`src/rtl/dist_report_sched_pkg.sv`:
```
// ============================================================================
// Module : dist_sched_pkg
// Brief  : FSM state encoding and shared constants for dist_report_sched.
// Rev    : 1.0  initial release
// ============================================================================
`default_nettype none

package dist_sched_pkg;

    localparam int DIST_DW = 19;

    // Timeout marker placed on rpt_data when no echo came back in time.
    localparam logic [DIST_DW-1:0] DIST_INVALID = '1;

    typedef enum logic [2:0] {
        IDLE   = 3'd0,
        TRIG   = 3'd1,
        WAIT   = 3'd2,
        FILT   = 3'd3,
        SEND_U = 3'd4,
        SEND_N = 3'd5
    } state_t;

endpackage

`default_nettype wire

```
`src/rtl/dist_report_sched_if.sv`:
```
// ============================================================================
// Module : dist_report_sched_if
// Brief  : Report bus shared by the UART and net sinks (one word, two valids).
// Rev    : 1.0  initial release
// ============================================================================
`default_nettype none

interface dist_report_sched_if #(
    parameter int DW = 19
);
    logic [DW-1:0] rpt_data;
    logic          rpt_err;
    logic          uart_valid;
    logic          uart_ready;
    logic          net_valid;
    logic          net_ready;

    modport master (
        output rpt_data, rpt_err, uart_valid, net_valid,
        input  uart_ready, net_ready
    );

    modport slave (
        input  rpt_data, rpt_err, uart_valid, net_valid,
        output uart_ready, net_ready
    );
endinterface

`default_nettype wire

```
`src/rtl/dist_report_sched_median3.sv`:
```
// ============================================================================
// Module : dist_median3
// Brief  : 3-deep sample window with median compare network; present only
//          when MEDIAN3_FILTER_EN is defined. Passes samples through until
//          the window is full.
// Rev    : 1.0  initial release
// ============================================================================
`default_nettype none

`ifdef MEDIAN3_FILTER_EN
module dist_median3 #(
    parameter int DW = 19
) (
    input  logic          clk,
    input  logic          rstn,
    input  logic          push,
    input  logic [DW-1:0] din,
    output logic [DW-1:0] dout
);

    logic [DW-1:0] r_s0;
    logic [DW-1:0] r_s1;
    logic [DW-1:0] r_s2;
    logic [1:0]    r_fill;

    function automatic logic [DW-1:0] f_med3(
        input logic [DW-1:0] a,
        input logic [DW-1:0] b,
        input logic [DW-1:0] c
    );
        logic [DW-1:0] lo;
        logic [DW-1:0] hi;
        lo = (a < b) ? a : b;
        hi = (a < b) ? b : a;
        if (c < lo)      return lo;
        else if (c > hi) return hi;
        else             return c;
    endfunction

    always_ff @(posedge clk or negedge rstn) begin
        if (!rstn) begin
            r_s0   <= '0;
            r_s1   <= '0;
            r_s2   <= '0;
            r_fill <= 2'd0;
        end else if (push) begin
            r_s0 <= din;
            r_s1 <= r_s0;
            r_s2 <= r_s1;
            if (r_fill != 2'd3) r_fill <= r_fill + 2'd1;
        end
    end

    assign dout = (r_fill == 2'd3) ? f_med3(r_s0, r_s1, r_s2) : r_s0;

endmodule
`endif

`default_nettype wire

```
`src/rtl/dist_report_sched.sv`:
```
// ============================================================================
// Module : dist_report_sched
// Brief  : Periodic ranging sequencer; reports each distance to the UART sink
//          then the net sink. Optional median filter: MEDIAN3_FILTER_EN.
// Rev    : 1.0  initial release
// ============================================================================
`default_nettype none

module dist_report_sched
    import dist_sched_pkg::*;
#(
    parameter int DW           = DIST_DW,
    parameter int PERIOD_CYC   = 5_000_000,
    parameter int ECHO_TMO_CYC = 1_500_000,
    parameter int ACK_TMO_CYC  = 50_000
) (
    input  logic                clk,
    input  logic                rstn,
    output logic                meas_start,
    input  logic                meas_done,
    input  logic [DW-1:0]       meas_data,
    dist_report_sched_if.master rpt,
    output logic [DW-1:0]       last_dist,
    output logic [1:0]          sink_drop,
    output logic [7:0]          overrun_cnt
);

    localparam int TW      = (PERIOD_CYC > 1) ? $clog2(PERIOD_CYC) : 1;
    localparam int TMO_MAX = (ECHO_TMO_CYC > ACK_TMO_CYC) ? ECHO_TMO_CYC : ACK_TMO_CYC;
    localparam int CW      = (TMO_MAX > 1) ? $clog2(TMO_MAX) : 1;

    localparam logic [TW-1:0] c_tick_last    = TW'(PERIOD_CYC - 1);
    localparam logic [CW-1:0] c_echo_last    = CW'(ECHO_TMO_CYC - 1);
    localparam logic [CW-1:0] c_ack_last     = CW'(ACK_TMO_CYC - 1);
    localparam logic [DW-1:0] c_dist_invalid = '1;

    state_t        r_state;
    state_t        w_state_nxt;
    logic [TW-1:0] r_tick_cnt;
    logic [CW-1:0] r_cnt;
    logic          w_tick;
    logic          w_load;
    logic          w_load_err;
    logic [1:0]    w_drop;
    logic [DW-1:0] r_rpt_data;
    logic          r_rpt_err;
    logic [DW-1:0] r_last_dist;
    logic [1:0]    r_sink_drop;
    logic [7:0]    r_overrun;

    assign w_tick = (r_tick_cnt == c_tick_last);

    always_ff @(posedge clk or negedge rstn) begin
        if (!rstn)       r_tick_cnt <= '0;
        else if (w_tick) r_tick_cnt <= '0;
        else             r_tick_cnt <= r_tick_cnt + 1'b1;
    end

    // Shared timeout counter: restarts on every state change, so it measures
    // echo wait in WAIT and sink hold-off in SEND_U/SEND_N.
    always_ff @(posedge clk or negedge rstn) begin
        if (!rstn)                       r_cnt <= '0;
        else if (w_state_nxt != r_state) r_cnt <= '0;
        else                             r_cnt <= r_cnt + 1'b1;
    end

    always_ff @(posedge clk or negedge rstn) begin
        if (!rstn) r_state <= IDLE;
        else       r_state <= w_state_nxt;
    end

    always_comb begin
        w_state_nxt    = r_state;
        meas_start     = 1'b0;
        rpt.uart_valid = 1'b0;
        rpt.net_valid  = 1'b0;
        w_load         = 1'b0;
        w_load_err     = 1'b0;
        w_drop         = 2'b00;
        case (r_state)
            IDLE: begin
                if (w_tick) w_state_nxt = TRIG;
            end
            TRIG: begin
                meas_start  = 1'b1;
                w_state_nxt = WAIT;
            end
            WAIT: begin
                if (meas_done || (r_cnt == c_echo_last)) begin
                    w_load     = 1'b1;
                    w_load_err = !meas_done;
`ifdef MEDIAN3_FILTER_EN
                    w_state_nxt = FILT;
`else
                    w_state_nxt = SEND_U;
`endif
                end
            end
`ifdef MEDIAN3_FILTER_EN
            FILT: begin
                w_state_nxt = SEND_U;
            end
`endif
            SEND_U: begin
                rpt.uart_valid = 1'b1;
                if (rpt.uart_ready) begin
                    w_state_nxt = SEND_N;
                end else if (r_cnt == c_ack_last) begin
                    w_drop[0]   = 1'b1;
                    w_state_nxt = SEND_N;
                end
            end
            SEND_N: begin
                rpt.net_valid = 1'b1;
                if (rpt.net_ready) begin
                    w_state_nxt = IDLE;
                end else if (r_cnt == c_ack_last) begin
                    w_drop[1]   = 1'b1;
                    w_state_nxt = IDLE;
                end
            end
            default: begin
                w_state_nxt = IDLE;
            end
        endcase
    end

`ifdef MEDIAN3_FILTER_EN
    logic          r_err;
    logic [DW-1:0] w_med;

    // Timeout samples never enter the window.
    dist_median3 #(.DW(DW)) u_median3 (
        .clk  (clk),
        .rstn (rstn),
        .push (w_load && meas_done),
        .din  (meas_data),
        .dout (w_med)
    );

    always_ff @(posedge clk or negedge rstn) begin
        if (!rstn)       r_err <= 1'b0;
        else if (w_load) r_err <= w_load_err;
    end

    always_ff @(posedge clk or negedge rstn) begin
        if (!rstn) begin
            r_rpt_data  <= '0;
            r_rpt_err   <= 1'b0;
            r_last_dist <= '0;
        end else if (r_state == FILT) begin
            r_rpt_data <= r_err ? c_dist_invalid : w_med;
            r_rpt_err  <= r_err;
            if (!r_err) r_last_dist <= w_med;
        end
    end
`else
    always_ff @(posedge clk or negedge rstn) begin
        if (!rstn) begin
            r_rpt_data  <= '0;
            r_rpt_err   <= 1'b0;
            r_last_dist <= '0;
        end else if (w_load) begin
            r_rpt_data <= w_load_err ? c_dist_invalid : meas_data;
            r_rpt_err  <= w_load_err;
            if (!w_load_err) r_last_dist <= meas_data;
        end
    end
`endif

    // A tick seen outside IDLE, including the cycle that returns to IDLE, is lost.
    always_ff @(posedge clk or negedge rstn) begin
        if (!rstn) begin
            r_sink_drop <= 2'b00;
            r_overrun   <= 8'd0;
        end else begin
            r_sink_drop <= w_drop;
            if (w_tick && (r_state != IDLE) && (r_overrun != 8'hFF))
                r_overrun <= r_overrun + 8'd1;
        end
    end

    assign rpt.rpt_data = r_rpt_data;
    assign rpt.rpt_err  = r_rpt_err;
    assign last_dist    = r_last_dist;
    assign sink_drop    = r_sink_drop;
    assign overrun_cnt  = r_overrun;

endmodule

`default_nettype wire

```
`src/flat_wrapper.sv`:
```
// flat-port wrapper written by rule: the top's interface ports become plain ports
module dist_report_sched_flat import dist_sched_pkg::*;
#(
    parameter int DW           = DIST_DW,
    parameter int PERIOD_CYC   = 5_000_000,
    parameter int ECHO_TMO_CYC = 1_500_000,
    parameter int ACK_TMO_CYC  = 50_000
)
  (clk, rstn, meas_start, meas_done, meas_data, last_dist, sink_drop, overrun_cnt, rpt_rpt_data, rpt_rpt_err, rpt_uart_valid, rpt_net_valid, rpt_uart_ready, rpt_net_ready);
  dist_report_sched_if #(.DW(DW)) rpt_i ();
  input  logic clk;
  input  logic rstn;
  output logic meas_start;
  input  logic meas_done;
  input  logic [DW-1:0] meas_data;
  output logic [DW-1:0] last_dist;
  output logic [1:0] sink_drop;
  output logic [7:0] overrun_cnt;
  output wire logic [$bits(rpt_i.rpt_data)-1:0] rpt_rpt_data;
  output wire logic [$bits(rpt_i.rpt_err)-1:0] rpt_rpt_err;
  output wire logic [$bits(rpt_i.uart_valid)-1:0] rpt_uart_valid;
  output wire logic [$bits(rpt_i.net_valid)-1:0] rpt_net_valid;
  input wire logic [$bits(rpt_i.uart_ready)-1:0] rpt_uart_ready;
  input wire logic [$bits(rpt_i.net_ready)-1:0] rpt_net_ready;
  assign rpt_rpt_data = rpt_i.rpt_data;
  assign rpt_rpt_err = rpt_i.rpt_err;
  assign rpt_uart_valid = rpt_i.uart_valid;
  assign rpt_net_valid = rpt_i.net_valid;
  assign rpt_i.uart_ready = rpt_uart_ready;
  assign rpt_i.net_ready = rpt_net_ready;
  dist_report_sched #(.DW(DW), .PERIOD_CYC(PERIOD_CYC), .ECHO_TMO_CYC(ECHO_TMO_CYC), .ACK_TMO_CYC(ACK_TMO_CYC)) u_core (.clk(clk), .rstn(rstn), .meas_start(meas_start), .meas_done(meas_done), .meas_data(meas_data), .rpt(rpt_i), .last_dist(last_dist), .sink_drop(sink_drop), .overrun_cnt(overrun_cnt));
endmodule
```
`config.mk`:
```
export PLATFORM = sky130hd
export DESIGN_NAME = dist_report_sched_flat
export DESIGN_NICKNAME = d
export VERILOG_FILES = /design/src/rtl/dist_report_sched_pkg.sv /design/src/rtl/dist_report_sched_if.sv /design/src/rtl/dist_report_sched_median3.sv /design/src/rtl/dist_report_sched.sv /design/src/flat_wrapper.sv
export SDC_FILE = /design/constraint.sdc
export NUM_CORES = 1
export LEC_CHECK = 0
export CORE_MARGIN = 2
export CORE_UTILIZATION = 50
export CTS_CLUSTER_DIAMETER = 60
export DETAILED_ROUTE_END_ITERATION = 10
export PLACE_DENSITY = 0.83
export SYNTH_ARGS = -nofsm -noshare
export SYNTH_HDL_FRONTEND = slang
export SYNTH_SLANG_ARGS = --single-unit
```
`constraint.sdc`:
```
create_clock -name clk -period 5.55 [get_ports clk]
set_input_delay 0.8325 -clock clk [delete_from_list [all_inputs] [get_ports clk]]
set_output_delay 0.8325 -clock clk [all_outputs]
set_load 0.02 [all_outputs]
```
==> Word-level counts from Yosys, hierarchy flattened <==
Index checks and enable logic that the tools add are counted.
{ "op_classes": {"addsub": 3, "eq_ne": 9, "n_mux": 22, "n_bitwise": 1, "n_reduce_logical": 7} }
{ "ops": {"columns": ["operator", "count"], "rows": [
  ["23-bit by 1-bit adder with 23-bit output, second input constant", 1],
  ["23-bit == test, second input constant", 1],
  ["23-bit two-way mux", 1],
  ["21-bit by 1-bit adder with 21-bit output, second input constant", 1],
  ["21-bit by 16-bit == test with 1-bit output, second input constant", 1],
  ["21-bit == test, second input constant", 1],
  ["21-bit two-way mux", 1],
  ["19-bit two-way mux", 1],
  ["3-bit two-way mux", 6],
  ["3-bit one-hot mux with 5 select lines", 1],
  ["1-bit two-way mux", 12],
  ["8-bit by 1-bit adder with 8-bit output, second input constant", 1],
  ["8-bit != test, second input constant", 1],
  ["3-bit == test, second input constant", 2],
  ["3-bit by 1-bit == test with 1-bit output, second input constant", 1],
  ["3-bit by 2-bit == test with 1-bit output, second input constant", 1],
  ["3-bit logical NOT", 1],
  ["3-bit != test", 1],
  ["3-bit nonzero test", 1],
  ["1-bit logical AND", 2],
  ["2-bit AND reduction", 1],
  ["1-bit logical NOT", 1],
  ["1-bit logical OR", 1],
  ["1-bit inverter", 1]
]} }
{ "totals": {"ff_bits": 96, "inputBits": 24, "out_inout_bits": 52, "elab_cells": 50} }

==> Logic depth before layout (Yosys ltp) <==
{ "logic_depth": {"word_depth": 6, "mapped_depth": 7, "mapped_depth_nobuf": 6} }

==> Worst setup path before layout <==
Ideal clock, no wire load.
{ "synth_path": {"path_type": "reg-to-output", "from": "reg u_core.r_state[2]", "to": "out rpt_uart_valid", "t_arrival_ns": 1.200, "path_slack_ns": 3.517, "stages_incl_launch_ff": 5, "path_buffers": 1, "path_cell_list": "dfrtp_1 clkbuf_1 inv_1 or3_1 inv_1"} }
{ "synth_between": {"elab_chain_cells": 2} }
{ "synth_lines": {"columns": ["element", "line_no", "rtl"], "rows": [
  ["start, declared", "dist_report_sched.sv:37", "state_t r_state;"],
  ["start signal, assigned", "dist_report_sched.sv:69", "else r_state <= w_state_nxt;"],
  ["3-bit == test", "dist_report_sched.sv:80", "case (r_state)"],
  ["1-bit two-way mux", "dist_report_sched.sv:80", null],
  ["end, declared", "flat_wrapper.sv:21", "output wire logic [$bits(rpt_i.uart_valid)-1:0] rpt_uart_valid;"]
]} }
No other way between the ends.

==> Final worst setup path <==
Same ends and word-level chain as after synthesis.

==> flow_metrics.py <==
metrics = {
    "outcome": {
        "status": "completed",
    },
    "synthesis": {
        "avgSynthCellArea_um2": 11.76,
        "synth-seq-area-share_pct": 56.60,
        "async_flop_share_pct": 100.0,
        "synth_ff_type": "dfrtp_1",
        "synthesis.area_um2": 4244,
        "ys_ff_latch": 96,
        "ys_warn_count": 0,
        "synth_area_leaders": "dfrtp_1, mux2_2, xnor2_1, o22a_2, xor2_1",
        "synth_fp_nets": 388,
        "synth_top_cell_by_area": "dfrtp_1",
        "ys_types": 45,
        "synth_cells": 361,
        "yosysTopAreaCellShare_pct": 56.60,
        "synth_edf_count": 0,
    },
    "setup_path": {
        "reg2reg_slack_ps": 3230,
        "cp.required_ps": 4720,
        "path_class": "reg -> out",
        "path_max_fanout": 10,
        "cp_slowest_cell": "clkdlybuf4s50_1",
        "critPathCaptureType": "output port",
        "path_depth": 4,
        "crit_buf_inv": 3,
        "timing.rr.start": "u_core.r_cnt[11]$_DFF_PN0_",
        "path_cells": "inv_1 -> or3_1 -> inv_1 -> clkdlybuf4s50_1",
        "r2r-end": "u_core.rpt.rpt_data[12]$_DFFE_PN0P_",
        "r2r_cells": 5,
        "cp.arrival_ps": 2090,
        "critPathLaunchType": "flip-flop",
        "path_delay_family": "buffers and inverters",
        "crit_top_cell": "inv_1",
        "slowest_delay_ps": 600,
    },
    "global_routing": {
        "gr-usage-all-layers_pct": 21.44,
        "antenna_found_initial": 0,
        "grt_pass1_wl_mm": 15.06,
        "grt_pass1_vias": 3072,
        "globalRouteOverflowTotal": 0,
        "grt_max_degree": 80,
    },
    "power": {
        "cellInternalPower_mw": 0.9267,
        "comb_power_share_pct": 5.5,
        "power_switching_mw": 0.3065,
        "pwr-share-seq_pct": 57.5,
        "p_leak_nw": 2.296,
        "p_per_area_nw_per_um2": 233.4,
        "vdd_drop_max_mv": 0.1381,
        "switching_share_pct": 24.85,
        "power_mw": 1.233,
        "clockPowerShare_pct": 37.0,
    },
    "floorplan": {
        "pin_count": 76,
        "dieArea_um2": 9241,
        "die_h_um": 96.13,
        "fp.dieW_um": 96.13,
        "core-area_um2": 8217,
        "std_cell_rows": 33,
        "start_util_pct": 51.65,
    },
    "cts": {
        "cts_buffer_depth": 2,
        "clk_pin_slew_ps": 100,
        "clock-root-buffer": "clkbuf_8",
        "cts_buffers": 9,
        "cts_resized": 0,
        "insertion_delay_ps": 370,
        "holdBufCountCts": 0,
        "post-cts-setup-buffers": 0,
        "cts_tree": "yes",
        "htreeDepth": 3,
        "cts.sinks": 96,
    },
    "timing": {
        "fmax_mhz": 342.7,
        "post-route-min-period_ps": 2918,
        "fin_skew_ps": 9.592,
        "rsz0062_at_grt": "false",
        "maxSlewViolCount": 0,
        "worst_slew_pin_slew_ps": 1158,
        "period_share_pct": 52.57,
        "slew-limit-headroom_pct": 22.08,
        "tns_ps": 0,
        "finalHoldViolCount": 0,
        "setup_viol": 0,
    },
    "route": {
        "wl_mm": 9.252,
        "drtIter0Drc": 193,
        "routed-via-count": 3079,
        "ant_nets": 0,
        "wire_per_inst_um": 16.85,
        "drc": 0,
        "dr.pass1.iters": 6,
        "drt-vias-per-instance": 5.608,
    },
    "cells_and_area": {
        "syn_to_final_growth_pct": 24.50,
        "nets": 466,
        "antenna_cells": 0,
        "instances_no_fill": 549,
        "drive_gt1_share_pct": 14.64,
    },
    "worst_hold_path": {
        "min_path_type": "in -> async",
    },
    "place": {
        "dp.cells": 533,
        "gp_congestion": 0.8373,
        "dp_hpwl_mm": 6.492,
        "port_buffers": 75,
    },
    "flow_run": {
        "cap_violations": 0,
    },
}
==> cell type report <==
class	count	area, µm²
tap	105	131.4
clock inverter	6	57.56
sequential	96	2402
inverter	8	30.03
multi-input combinational	246	1754
timing repair buffer	78	770.7
clock buffer	10	137.6
fill	621	2933
==> flip-flops by register name (all words and copies together) (netlist names) <==
register             count
u_core.rpt.rpt_data     19
u_core.sink_drop         2
u_core.rpt.rpt_err       1
u_core.r_tick_cnt       23
u_core.r_state           3
u_core.last_dist        19
u_core.r_cnt            21
u_core.overrun_cnt       8
==> layer usage <==
layer | vias up | part of all wire [%] | GRT usage, %
met4 | 0 | 3.0 | 11.67
met2 | 86 | 50 | 32.93
met3 | 29 | 4.1 | 4.385
li1 | 1441 | - | -
met1 | 1523 | 43 | 28.52
met5 | - | 0 | 0
==> cells in the mapped netlist, types with 2 or more instances <==
cell       instances
nand4bb_1          2
nor2_1            42
o22a_2            19
clkbuf_1           7
nand3_1           23
inv_1              8
nand2_1           16
and2_1             4
nor3_1             4
dfrtp_1           96
mux2_2            20
and4_1             4
nand3b_1           3
a21oi_1            5
o21ai_0            2
xnor2_1           25
buf_4              2
and3_1             6
xor2_1            20
nand4_1           14
or3_1              2
nor4bb_1           2
nor4_1             7
nand2b_1           3
or4b_1             2
a31oi_1            2
ha_1               3
==> through the flow <==
| step | hold WS, ps | util [%] | cell area [µm²] | setup slack (ps) |
|---|---|---|---|---|
| after floorplan | 445.0 | - | 4244 | 3517 |
| after global placement | 462.3 | 61.93 | 5089 | 3054 |
| after detailed placement | 468.1 | 61.93 | 5089 | 3037 |
| after CTS | 306.0 | 64.31 | 5284 | 2624 |
| after global routing | 307.2 | 64.31 | 5284 | 2530 |
| final | 307.2 | 64.31 | 5284 | 2632 |
==> cells in the final DEF, fill, tap and decap left out, types with 8 or more instances in the layout <==
cell,instances
clkdlybuf4s50_1,74
mux2_2,20
dfrtp_1,96
nor2_1,42
xnor2_1,25
o22a_2,19
nand3_1,23
clkbuf_8,10
inv_1,8
nand4_1,14
xor2_1,20
nand2_1,16
==> cell families (layout without fill, tap and decap cells) <==
kind of cell	count (synthesis)	in the layout	share of synthesized area [%]
compound gates	35	35	7.194
xor+xnor	45	45	9.287
fa+ha+maj	3	3	0.8845
buf+inv	19	102	2.064
flops	96	96	56.60
mux	20	20	5.307
simple gates	143	143	18.66
==> worst max path at each step <==
stage	slack, ps	endpoint	from
floorplan	3520	rpt_uart_valid	u_core.r_state[2]$_DFF_PN0_
global placement	3050	rpt_uart_valid	u_core.r_state[2]$_DFF_PN0_
detailed placement	3040	rpt_uart_valid	u_core.r_state[2]$_DFF_PN0_
CTS	2620	rpt_uart_valid	u_core.r_state[2]$_DFF_PN0_
global route	2530	rpt_uart_valid	u_core.r_state[2]$_DFF_PN0_
finish	2630	rpt_uart_valid	u_core.r_state[2]$_DFF_PN0_
==> worst register-to-register path, delay by kind of cell, from the launching register on <==
| family | cells | cell delay, ps |
|---|---|---|
| compound gates | 2 | 390 |
| flops | 1 | 450 |
| simple gates | 3 | 1440 |
==> power by group through the flow <==
stage	combinational, mW	clock [mW]	sequential, mW
floorplan	0.00984	0	0.732
global placement	0.0676	0	0.723
detailed placement	0.0691	0	0.724
CTS	0.0693	0.464	0.710
global route	0.0733	0.494	0.711
finish	0.0675	0.456	0.710
Note: power is estimated with default switching activity, not from simulation.
